[src/rtl/spi_seq_pkg.sv]
// Shared types and default widths for the quad-SPI front-end sequencer.
// SPI_SEQ_TIMEOUT_EN adds the default stall limit used by the timeout logic.
package spi_seq_pkg;

  localparam int DEF_ADDR_BITS    = 24;
  localparam int DEF_LEN_BITS     = 8;
  localparam int DEF_GUARD_CYCLES = 2;
`ifdef SPI_SEQ_TIMEOUT_EN
  localparam int DEF_TIMEOUT_CYCLES = 1023;
`endif

  typedef enum logic [2:0] {
    INIT_CMD  = 3'd0,
    INIT_WAIT = 3'd1,
    INIT_STOP = 3'd2,
    IDLE      = 3'd3,
    START     = 3'd4,
    XFER      = 3'd5,
    STOP      = 3'd6,
    GUARD     = 3'd7
  } state_t;

  typedef enum logic {
    CLI_ROM = 1'b0,
    CLI_RAM = 1'b1
  } client_t;

endpackage

[src/rtl/spi_seq_rr_arb.sv]
// Two-way round-robin arbiter: on a tie the client that did not win last
// time is chosen. The grant is combinational so the requester's address and
// length are sampled in the same cycle the grant pulse is visible.
module spi_seq_rr_arb
  import spi_seq_pkg::*;
(
  input  logic    clk,
  input  logic    rst,
  input  logic    en_i,
  input  logic    rom_req_i,
  input  logic    ram_req_i,
  input  logic    upd_i,
  input  client_t upd_client_i,
  output logic    gnt_o,
  output client_t gnt_client_o
);

  client_t last_grant_q;

  // Pick a winner among the live requests while the sequencer is idle
  always_comb begin
    gnt_o        = 1'b0;
    gnt_client_o = CLI_ROM;
    if (en_i) begin
      if (rom_req_i && ram_req_i) begin
        gnt_o        = 1'b1;
        gnt_client_o = (last_grant_q == CLI_RAM) ? CLI_ROM : CLI_RAM;
      end else if (rom_req_i) begin
        gnt_o        = 1'b1;
        gnt_client_o = CLI_ROM;
      end else if (ram_req_i) begin
        gnt_o        = 1'b1;
        gnt_client_o = CLI_RAM;
      end
    end
  end

  // Remember who was served last; starts at RAM so ROM wins the first tie
  always_ff @(posedge clk or posedge rst) begin
    if (rst) begin
      last_grant_q <= CLI_RAM;
    end else if (upd_i) begin
      last_grant_q <= upd_client_i;
    end
  end

endmodule

[src/rtl/spi_mem_sequencer.sv]
// Front-end scheduler for the shared quad-SPI flash/PSRAM controller.
// Enters PSRAM quad mode after reset, then serves the ROM (flash, read-only)
// and RAM (PSRAM, read/write) clients round-robin, one burst at a time.
// Optional macro SPI_SEQ_TIMEOUT_EN adds a stall timeout and the err output.
module spi_mem_sequencer
  import spi_seq_pkg::*;
#(
  parameter int ADDR_BITS    = DEF_ADDR_BITS,
  parameter int LEN_BITS     = DEF_LEN_BITS,
  parameter int GUARD_CYCLES = DEF_GUARD_CYCLES
`ifdef SPI_SEQ_TIMEOUT_EN
  , parameter int TIMEOUT_CYCLES = DEF_TIMEOUT_CYCLES
`endif
) (
  input  logic                 clk,
  input  logic                 rst,
  output logic                 init_done,
  input  logic                 rom_req,
  input  logic [ADDR_BITS-1:0] rom_addr,
  input  logic [LEN_BITS-1:0]  rom_len,
  output logic                 rom_gnt,
  output logic [3:0]           rom_rdata,
  output logic                 rom_rvalid,
  output logic                 rom_done,
  input  logic                 ram_req,
  input  logic                 ram_we,
  input  logic [ADDR_BITS-1:0] ram_addr,
  input  logic [LEN_BITS-1:0]  ram_len,
  output logic                 ram_gnt,
  input  logic [3:0]           ram_wdata,
  output logic                 ram_wready,
  output logic [3:0]           ram_rdata,
  output logic                 ram_rvalid,
  output logic                 ram_done,
  output logic                 ctl_select_rom,
  output logic                 ctl_enter_quadmode,
  output logic                 ctl_start_read,
  output logic                 ctl_start_write,
  output logic                 ctl_stop_txn,
  output logic [ADDR_BITS-1:0] ctl_addr,
  output logic [3:0]           ctl_wdata,
  input  logic [3:0]           ctl_rdata,
  input  logic                 ctl_data_ready,
  input  logic                 ctl_data_req,
  input  logic                 ctl_at_quadmode
`ifdef SPI_SEQ_TIMEOUT_EN
  , output logic               err
`endif
);

  localparam int GW = (GUARD_CYCLES > 1) ? $clog2(GUARD_CYCLES) : 1;

  state_t               state_q;
  client_t              client_q;
  logic                 we_q, active_q, init_done_q;
  logic [LEN_BITS-1:0]  len_q;
  logic [LEN_BITS:0]    beat_q, beat_d;
  logic [GW-1:0]        guard_q;
  logic                 sel_rom_q, enter_q, start_rd_q, start_wr_q, stop_q;
  logic [ADDR_BITS-1:0] addr_q;
  logic [3:0]           rom_rdata_q, ram_rdata_q;
  logic                 rom_rvalid_q, ram_rvalid_q, rom_done_q, ram_done_q;
  logic                 arb_gnt;
  client_t              arb_client;
  logic                 wr_xfer, rd_xfer, beat, last_beat;

  // A RAM write moves data on data_req; every other burst moves it on data_ready
  assign wr_xfer   = (state_q == XFER) && (client_q == CLI_RAM) && we_q;
  assign rd_xfer   = (state_q == XFER) && !((client_q == CLI_RAM) && we_q);
  assign beat      = (rd_xfer && ctl_data_ready) || (wr_xfer && ctl_data_req);
  assign beat_d    = beat_q + {{LEN_BITS{1'b0}}, 1'b1};
  assign last_beat = beat && (beat_q == {1'b0, len_q});

  spi_seq_rr_arb u_arb (
    .clk          (clk),
    .rst          (rst),
    .en_i         ((state_q == IDLE) && init_done_q),
    .rom_req_i    (rom_req),
    .ram_req_i    (ram_req),
    .upd_i        ((state_q == STOP) && active_q),
    .upd_client_i (client_q),
    .gnt_o        (arb_gnt),
    .gnt_client_o (arb_client)
  );

`ifdef SPI_SEQ_TIMEOUT_EN
  localparam int TW = $clog2(TIMEOUT_CYCLES + 1);
  logic [TW-1:0] stall_q;
  logic          timeout, retry_q, err_q;

  assign timeout = ((state_q == INIT_WAIT) || (state_q == XFER)) && !beat &&
                   (stall_q == TW'(TIMEOUT_CYCLES - 1));
  assign err     = err_q;

  // Stall counter runs only while waiting on the controller; any beat or state change clears it
  always_ff @(posedge clk or posedge rst) begin
    if (rst) begin
      stall_q <= '0;
    end else if (((state_q != INIT_WAIT) && (state_q != XFER)) || beat) begin
      stall_q <= '0;
    end else begin
      stall_q <= stall_q + TW'(1);
    end
  end
`endif

  // Sequencer FSM with registered controller/client outputs
  always_ff @(posedge clk or posedge rst) begin
    if (rst) begin
      state_q      <= INIT_CMD;
      client_q     <= CLI_ROM;
      we_q         <= 1'b0;
      active_q     <= 1'b0;
      init_done_q  <= 1'b0;
      len_q        <= '0;
      beat_q       <= '0;
      guard_q      <= '0;
      sel_rom_q    <= 1'b0;
      enter_q      <= 1'b0;
      start_rd_q   <= 1'b0;
      start_wr_q   <= 1'b0;
      stop_q       <= 1'b1;
      addr_q       <= '0;
      rom_rdata_q  <= '0;
      ram_rdata_q  <= '0;
      rom_rvalid_q <= 1'b0;
      ram_rvalid_q <= 1'b0;
      rom_done_q   <= 1'b0;
      ram_done_q   <= 1'b0;
`ifdef SPI_SEQ_TIMEOUT_EN
      retry_q      <= 1'b0;
      err_q        <= 1'b0;
`endif
    end else begin
      enter_q      <= 1'b0;
      start_rd_q   <= 1'b0;
      start_wr_q   <= 1'b0;
      stop_q       <= 1'b0;
      rom_rvalid_q <= 1'b0;
      ram_rvalid_q <= 1'b0;
      rom_done_q   <= 1'b0;
      ram_done_q   <= 1'b0;
`ifdef SPI_SEQ_TIMEOUT_EN
      err_q        <= 1'b0;
`endif
      case (state_q)
        INIT_CMD: begin
          enter_q   <= 1'b1;
          sel_rom_q <= 1'b0;
          state_q   <= INIT_WAIT;
        end
        INIT_WAIT: begin
          if (ctl_at_quadmode) begin
            stop_q  <= 1'b1;
            state_q <= INIT_STOP;
          end
`ifdef SPI_SEQ_TIMEOUT_EN
          else if (timeout) begin
            stop_q  <= 1'b1;
            err_q   <= 1'b1;
            retry_q <= 1'b1;
            state_q <= STOP;
          end
`endif
        end
        INIT_STOP: begin
          guard_q <= '0;
          state_q <= GUARD;
        end
        IDLE: begin
          if (arb_gnt) begin
            client_q   <= arb_client;
            active_q   <= 1'b1;
            we_q       <= (arb_client == CLI_RAM) && ram_we;
            len_q      <= (arb_client == CLI_ROM) ? rom_len : ram_len;
            addr_q     <= (arb_client == CLI_ROM) ? rom_addr : ram_addr;
            sel_rom_q  <= (arb_client == CLI_ROM);
            start_wr_q <= (arb_client == CLI_RAM) && ram_we;
            start_rd_q <= !((arb_client == CLI_RAM) && ram_we);
            state_q    <= START;
          end
        end
        START: begin
          beat_q  <= '0;
          state_q <= XFER;
        end
        XFER: begin
          if (rd_xfer && ctl_data_ready) begin
            if (client_q == CLI_ROM) begin
              rom_rvalid_q <= 1'b1;
              rom_rdata_q  <= ctl_rdata;
            end else begin
              ram_rvalid_q <= 1'b1;
              ram_rdata_q  <= ctl_rdata;
            end
          end
          if (beat) begin
            beat_q <= beat_d;
          end
          if (last_beat) begin
            stop_q     <= 1'b1;
            rom_done_q <= (client_q == CLI_ROM);
            ram_done_q <= (client_q == CLI_RAM);
            state_q    <= STOP;
          end
`ifdef SPI_SEQ_TIMEOUT_EN
          else if (timeout) begin
            stop_q     <= 1'b1;
            err_q      <= 1'b1;
            rom_done_q <= (client_q == CLI_ROM);
            ram_done_q <= (client_q == CLI_RAM);
            state_q    <= STOP;
          end
`endif
        end
        STOP: begin
          active_q <= 1'b0;
          guard_q  <= '0;
          state_q  <= GUARD;
        end
        GUARD: begin
          if (guard_q == GW'(GUARD_CYCLES - 1)) begin
`ifdef SPI_SEQ_TIMEOUT_EN
            if (retry_q) begin
              retry_q <= 1'b0;
              state_q <= INIT_CMD;
            end else begin
              init_done_q <= 1'b1;
              state_q     <= IDLE;
            end
`else
            init_done_q <= 1'b1;
            state_q     <= IDLE;
`endif
          end else begin
            guard_q <= guard_q + GW'(1);
          end
        end
        default: state_q <= INIT_CMD;
      endcase
    end
  end

  assign init_done          = init_done_q;
  assign rom_gnt            = arb_gnt && (arb_client == CLI_ROM);
  assign ram_gnt            = arb_gnt && (arb_client == CLI_RAM);
  assign rom_rdata          = rom_rdata_q;
  assign rom_rvalid         = rom_rvalid_q;
  assign rom_done           = rom_done_q;
  assign ram_rdata          = ram_rdata_q;
  assign ram_rvalid         = ram_rvalid_q;
  assign ram_done           = ram_done_q;
  assign ram_wready         = wr_xfer && ctl_data_req;
  assign ctl_wdata          = wr_xfer ? ram_wdata : 4'h0;
  assign ctl_select_rom     = sel_rom_q;
  assign ctl_enter_quadmode = enter_q;
  assign ctl_start_read     = start_rd_q;
  assign ctl_start_write    = start_wr_q;
  assign ctl_stop_txn       = stop_q;
  assign ctl_addr           = addr_q;

endmodule

[config.mk]
export PLATFORM = sky130hd
export DESIGN_NAME = spi_mem_sequencer
export DESIGN_NICKNAME = d
export VERILOG_FILES = /design/src/rtl/spi_seq_pkg.sv /design/src/rtl/spi_seq_rr_arb.sv /design/src/rtl/spi_mem_sequencer.sv
export SDC_FILE = /design/constraint.sdc
export NUM_CORES = 1
export LEC_CHECK = 0
export CAP_MARGIN = 25
export CORE_MARGIN = 8
export CORE_UTILIZATION = 38
export CTS_CLUSTER_SIZE = 30
export DETAILED_ROUTE_END_ITERATION = 6
export GPL_ROUTABILITY_DRIVEN = 0
export GPL_TIMING_DRIVEN = 0
export PLACE_DENSITY_LB_ADDON = 0.1
export SYNTH_ARGS = -nofsm -noshare
export SYNTH_HDL_FRONTEND = slang
export SYNTH_SLANG_ARGS = --single-unit
[constraint.sdc]
create_clock -name clk -period 2.34 [get_ports clk]
set_clock_uncertainty 0.2 [all_clocks]
set_input_delay 0.351 -clock clk [delete_from_list [all_inputs] [get_ports clk]]
set_output_delay 0.351 -clock clk [all_outputs]
set_load 0.02 [all_outputs]
==> results.sh <==
export IMPL_setup_worst_path_end="rom_gnt"
export IMPL_synthToLayoutAreaGrowth_pct=54.4
export IMPL_pre_cts_ws_ns=-0.622
export IMPL_critPathRequiredTime_ns=1.79
export IMPL_yosysWarningCount=0
export IMPL_fp_dieW_um=106
export IMPL_synth_async_reset_ratio_pct=100
export IMPL_drv_slew=0
export IMPL_leakagePower_uw=0.00223
export IMPL_power_density_mw_per_mm2=1290
export IMPL_cp_data_arrival_time_ns=1.69
export IMPL_clk_latency_ns=0.33
export IMPL_fmax_mhz=446
export IMPL_design_area_mm2=0.00471
export IMPL_synth_edf_count=0
export IMPL_tritoncts="built"
export IMPL_boundaryPins=129
export IMPL_vdd_ir_drop_max_mv=0.559
export IMPL_placed_area_mm2=0.00446
export IMPL_drc=0
export IMPL_r2r_start="state_q[1]"
export IMPL_layoutNonFillerInstCount=506
export IMPL_synthFlopType="dfrtp_1"
export IMPL_grt_start_max_net_pins=68
export IMPL_cts_max_level=3
export IMPL_die_h_um=106
export IMPL_worst_slack_ns=0.0959
export IMPL_max_cap_viol_count=0
export IMPL_synth_area_mm2=0.00305
export IMPL_detail_route_wl_per_cell_um=17.3
export IMPL_layout_drive_gt1_share_pct=14.6
export IMPL_r2r_cells=6
export IMPL_antenna_left=0
export IMPL_min_period_ns=2.24
export IMPL_finalPower_uw=6080
export IMPL_finalCritPeriodShare_pct=95.9
export IMPL_vias=2558
export IMPL_crit_type="reg2out"
export IMPL_rsz0062_at_grt="false"
export IMPL_startpoint_type="register"
export IMPL_synth_seq_area_share_pct=55.1
export IMPL_drtIter0Drc=100
export IMPL_ys_seq_elements=67
export IMPL_worstPathMaxFanout=10
export IMPL_ys_types=49
export IMPL_final_nets=480
export IMPL_r2r_end="ctl_addr[3]"
export IMPL_finalSetupViolCount=0
export IMPL_syn_nets=337
export IMPL_postCtsHoldBufs=0
export IMPL_viasPerCell=5.06
export IMPL_row_count=32
export IMPL_cts_max_path_buffers=2
export IMPL_cts_sinks=67
export IMPL_seq_area_mm2=0.00168
export IMPL_design_die_area_mm2=0.0111
export IMPL_grt_use_total_pct=15.9
export IMPL_cp_end_kind="output pin"
export IMPL_wl_mm=8.76
export IMPL_synth_cells=256
export IMPL_initial_utilization_pct=39.3
export IMPL_hp_class="reg2reg"
export IMPL_path_clk_slew_ns=0.07
export IMPL_cts_root_buffer="clkbuf_8"
export IMPL_numCtsBuffers=9
export IMPL_port_buffers=128
export IMPL_outcome="finished clean"
export IMPL_syn_avg_cell_area_um2=11.9
export IMPL_worst_pin_slew_ns=0.836
export IMPL_antenna_cells=0
export IMPL_antenna_found_initial=0
export IMPL_grt_overflow=0
export IMPL_dr_pass1_iters=6
export IMPL_rrSetupSlack_ns=0.28
export IMPL_dpl_cell_count=486
export IMPL_grt_pass1_wl_mm=14.2
export IMPL_fillers=645
export IMPL_grt_pass1_vias=2806
export IMPL_coreArea_mm2=0.00777
export IMPL_hold_viol=0
export IMPL_place_hpwl_mm=6.47
export IMPL_slew_headroom_pct=44.3
export IMPL_crit_start="state_q[2]"
export IMPL_multiInputGateArea_mm2=0.00129
==> Yosys cell counts, types with 2 or more instances <==
cell      instances  area share [%]
a21o_1           34             8.4
nand3_1           5            0.82
o211ai_1          2            0.49
o21ai_0           6            0.98
nor2b_1           2            0.41
clkbuf_1          6            0.74
a22o_1           32             9.2
nand2_1           9             1.1
a21oi_1           6            0.98
buf_2             7             1.1
dfrtp_1          65              53
buf_4             3            0.74
and2_1            8             1.6
xnor2_1           3            0.86
nor3_1            3            0.49
and3_1            4            0.82
xor2_1            9             2.6
nor2_1            9             1.1
nand2b_1          2            0.41
dfstp_2           2             1.7
mux2_2            9             3.3
inv_1             3            0.37
==> final cells by class <==
type,instances,area share (%)
plain buffers,16,2.10
clock buffers,15,3.96
multi-input cells,170,27.4
well taps,102,2.71
inverters,3,0.292
repair buffers,132,27.2
clock inverters,1,0.638
flip-flops and latches,67,35.7
==> stage by stage <==
step	setup TNS [ns]	utilization, %	hold WS [ns]
global route	0	60.6	0.338
finish	0	60.6	0.308
floorplan	0	-	0.267
detailed placement	-1.03	57.4	0.294
global placement	-77.00	57.4	0.290
CTS	0	60.6	0.311
==> flip-flops by register name (all words and copies together) (netlist names), 3 cells and up <==
register	count
ram_rdata	4
rom_rdata	4
beat_q	9
len_q	8
ctl_addr	24
state_q	3
==> per-layer routing <==
metal  wire, um  vias to the layer above  GRT usage, %
met5          0                        -             0
met4        153                        0          6.43
met3        480                       12          4.02
met2       4410                       74          26.7
met1       3720                     1249          19.2
li1           -                     1223             -
==> power by group <==
group / internal, uW / switching, uW
registers: 1690 / 365
clock network: 611 / 420
logic: 1570 / 1420
total: 3880 / 2200
==> cell usage in the layout (no fill, tap or decap), types with 2 or more instances in the layout <==
cell               n
and2_1             8
mux2_2             9
a21oi_1            6
clkbuf_1           8
clkbuf_8          13
nor2b_1            2
o21ai_0            6
nand2_1            9
dfrtp_1           64
o211ai_1           2
a21o_1            34
buf_6              3
inv_1              2
clkdlybuf4s50_1  121
dfstp_2            2
xor2_1             9
nand3_1            5
a22o_1            32
nor2_1             9
nand2b_1           2
nor3_1             3
buf_4              8
and3_1             2
xnor2_1            3
buf_2             10
==> cell families (layout without fill, tap and decap cells) <==
| kind of cell | after synthesis | after routing | synth area share, % |
|---|---|---|---|
| muxes | 10 | 10 | 3.65 |
| buffers and inverters | 19 | 167 | 3.00 |
| AOI/OAI and AO/OA | 93 | 93 | 24.3 |
| adders and majority gates | 1 | 1 | 0.410 |
| DFF | 67 | 67 | 55.1 |
| and+or+nand+nor | 54 | 54 | 10.1 |
| xor gates and xnor gates | 12 | 12 | 3.45 |
==> worst max-delay path: stages (launching register included) <==
cell	delay (ns)
dfrtp_2	0.44
and4b_1	0.27
and3_4	0.18
buf_6	0.12
nor2_4	0.04
buf_6	0.15
buf_4	0.16
==> worst min path at each step <==
stage,from,to,slack [ns],depth (start not counted)
final,ram_rdata[2],ram_rdata[2],0.31,1
after global routing,ram_rdata[2],ram_rdata[2],0.34,1
after CTS,ram_rdata[2],ram_rdata[2],0.31,1
after detailed placement,ram_rdata[2],ram_rdata[2],0.29,1
after global placement,ram_rdata[2],ram_rdata[2],0.29,1
after floorplan,rom_addr[0],ctl_addr[0],0.27,1
==> repair_timing <==
item	4_1_cts	5_1_grt
buffers inserted	2	2
endpoints found under the setup margin	7	6
pin swaps	1	0
resized for setup	32	8
(Power assumes the default switching activity.)
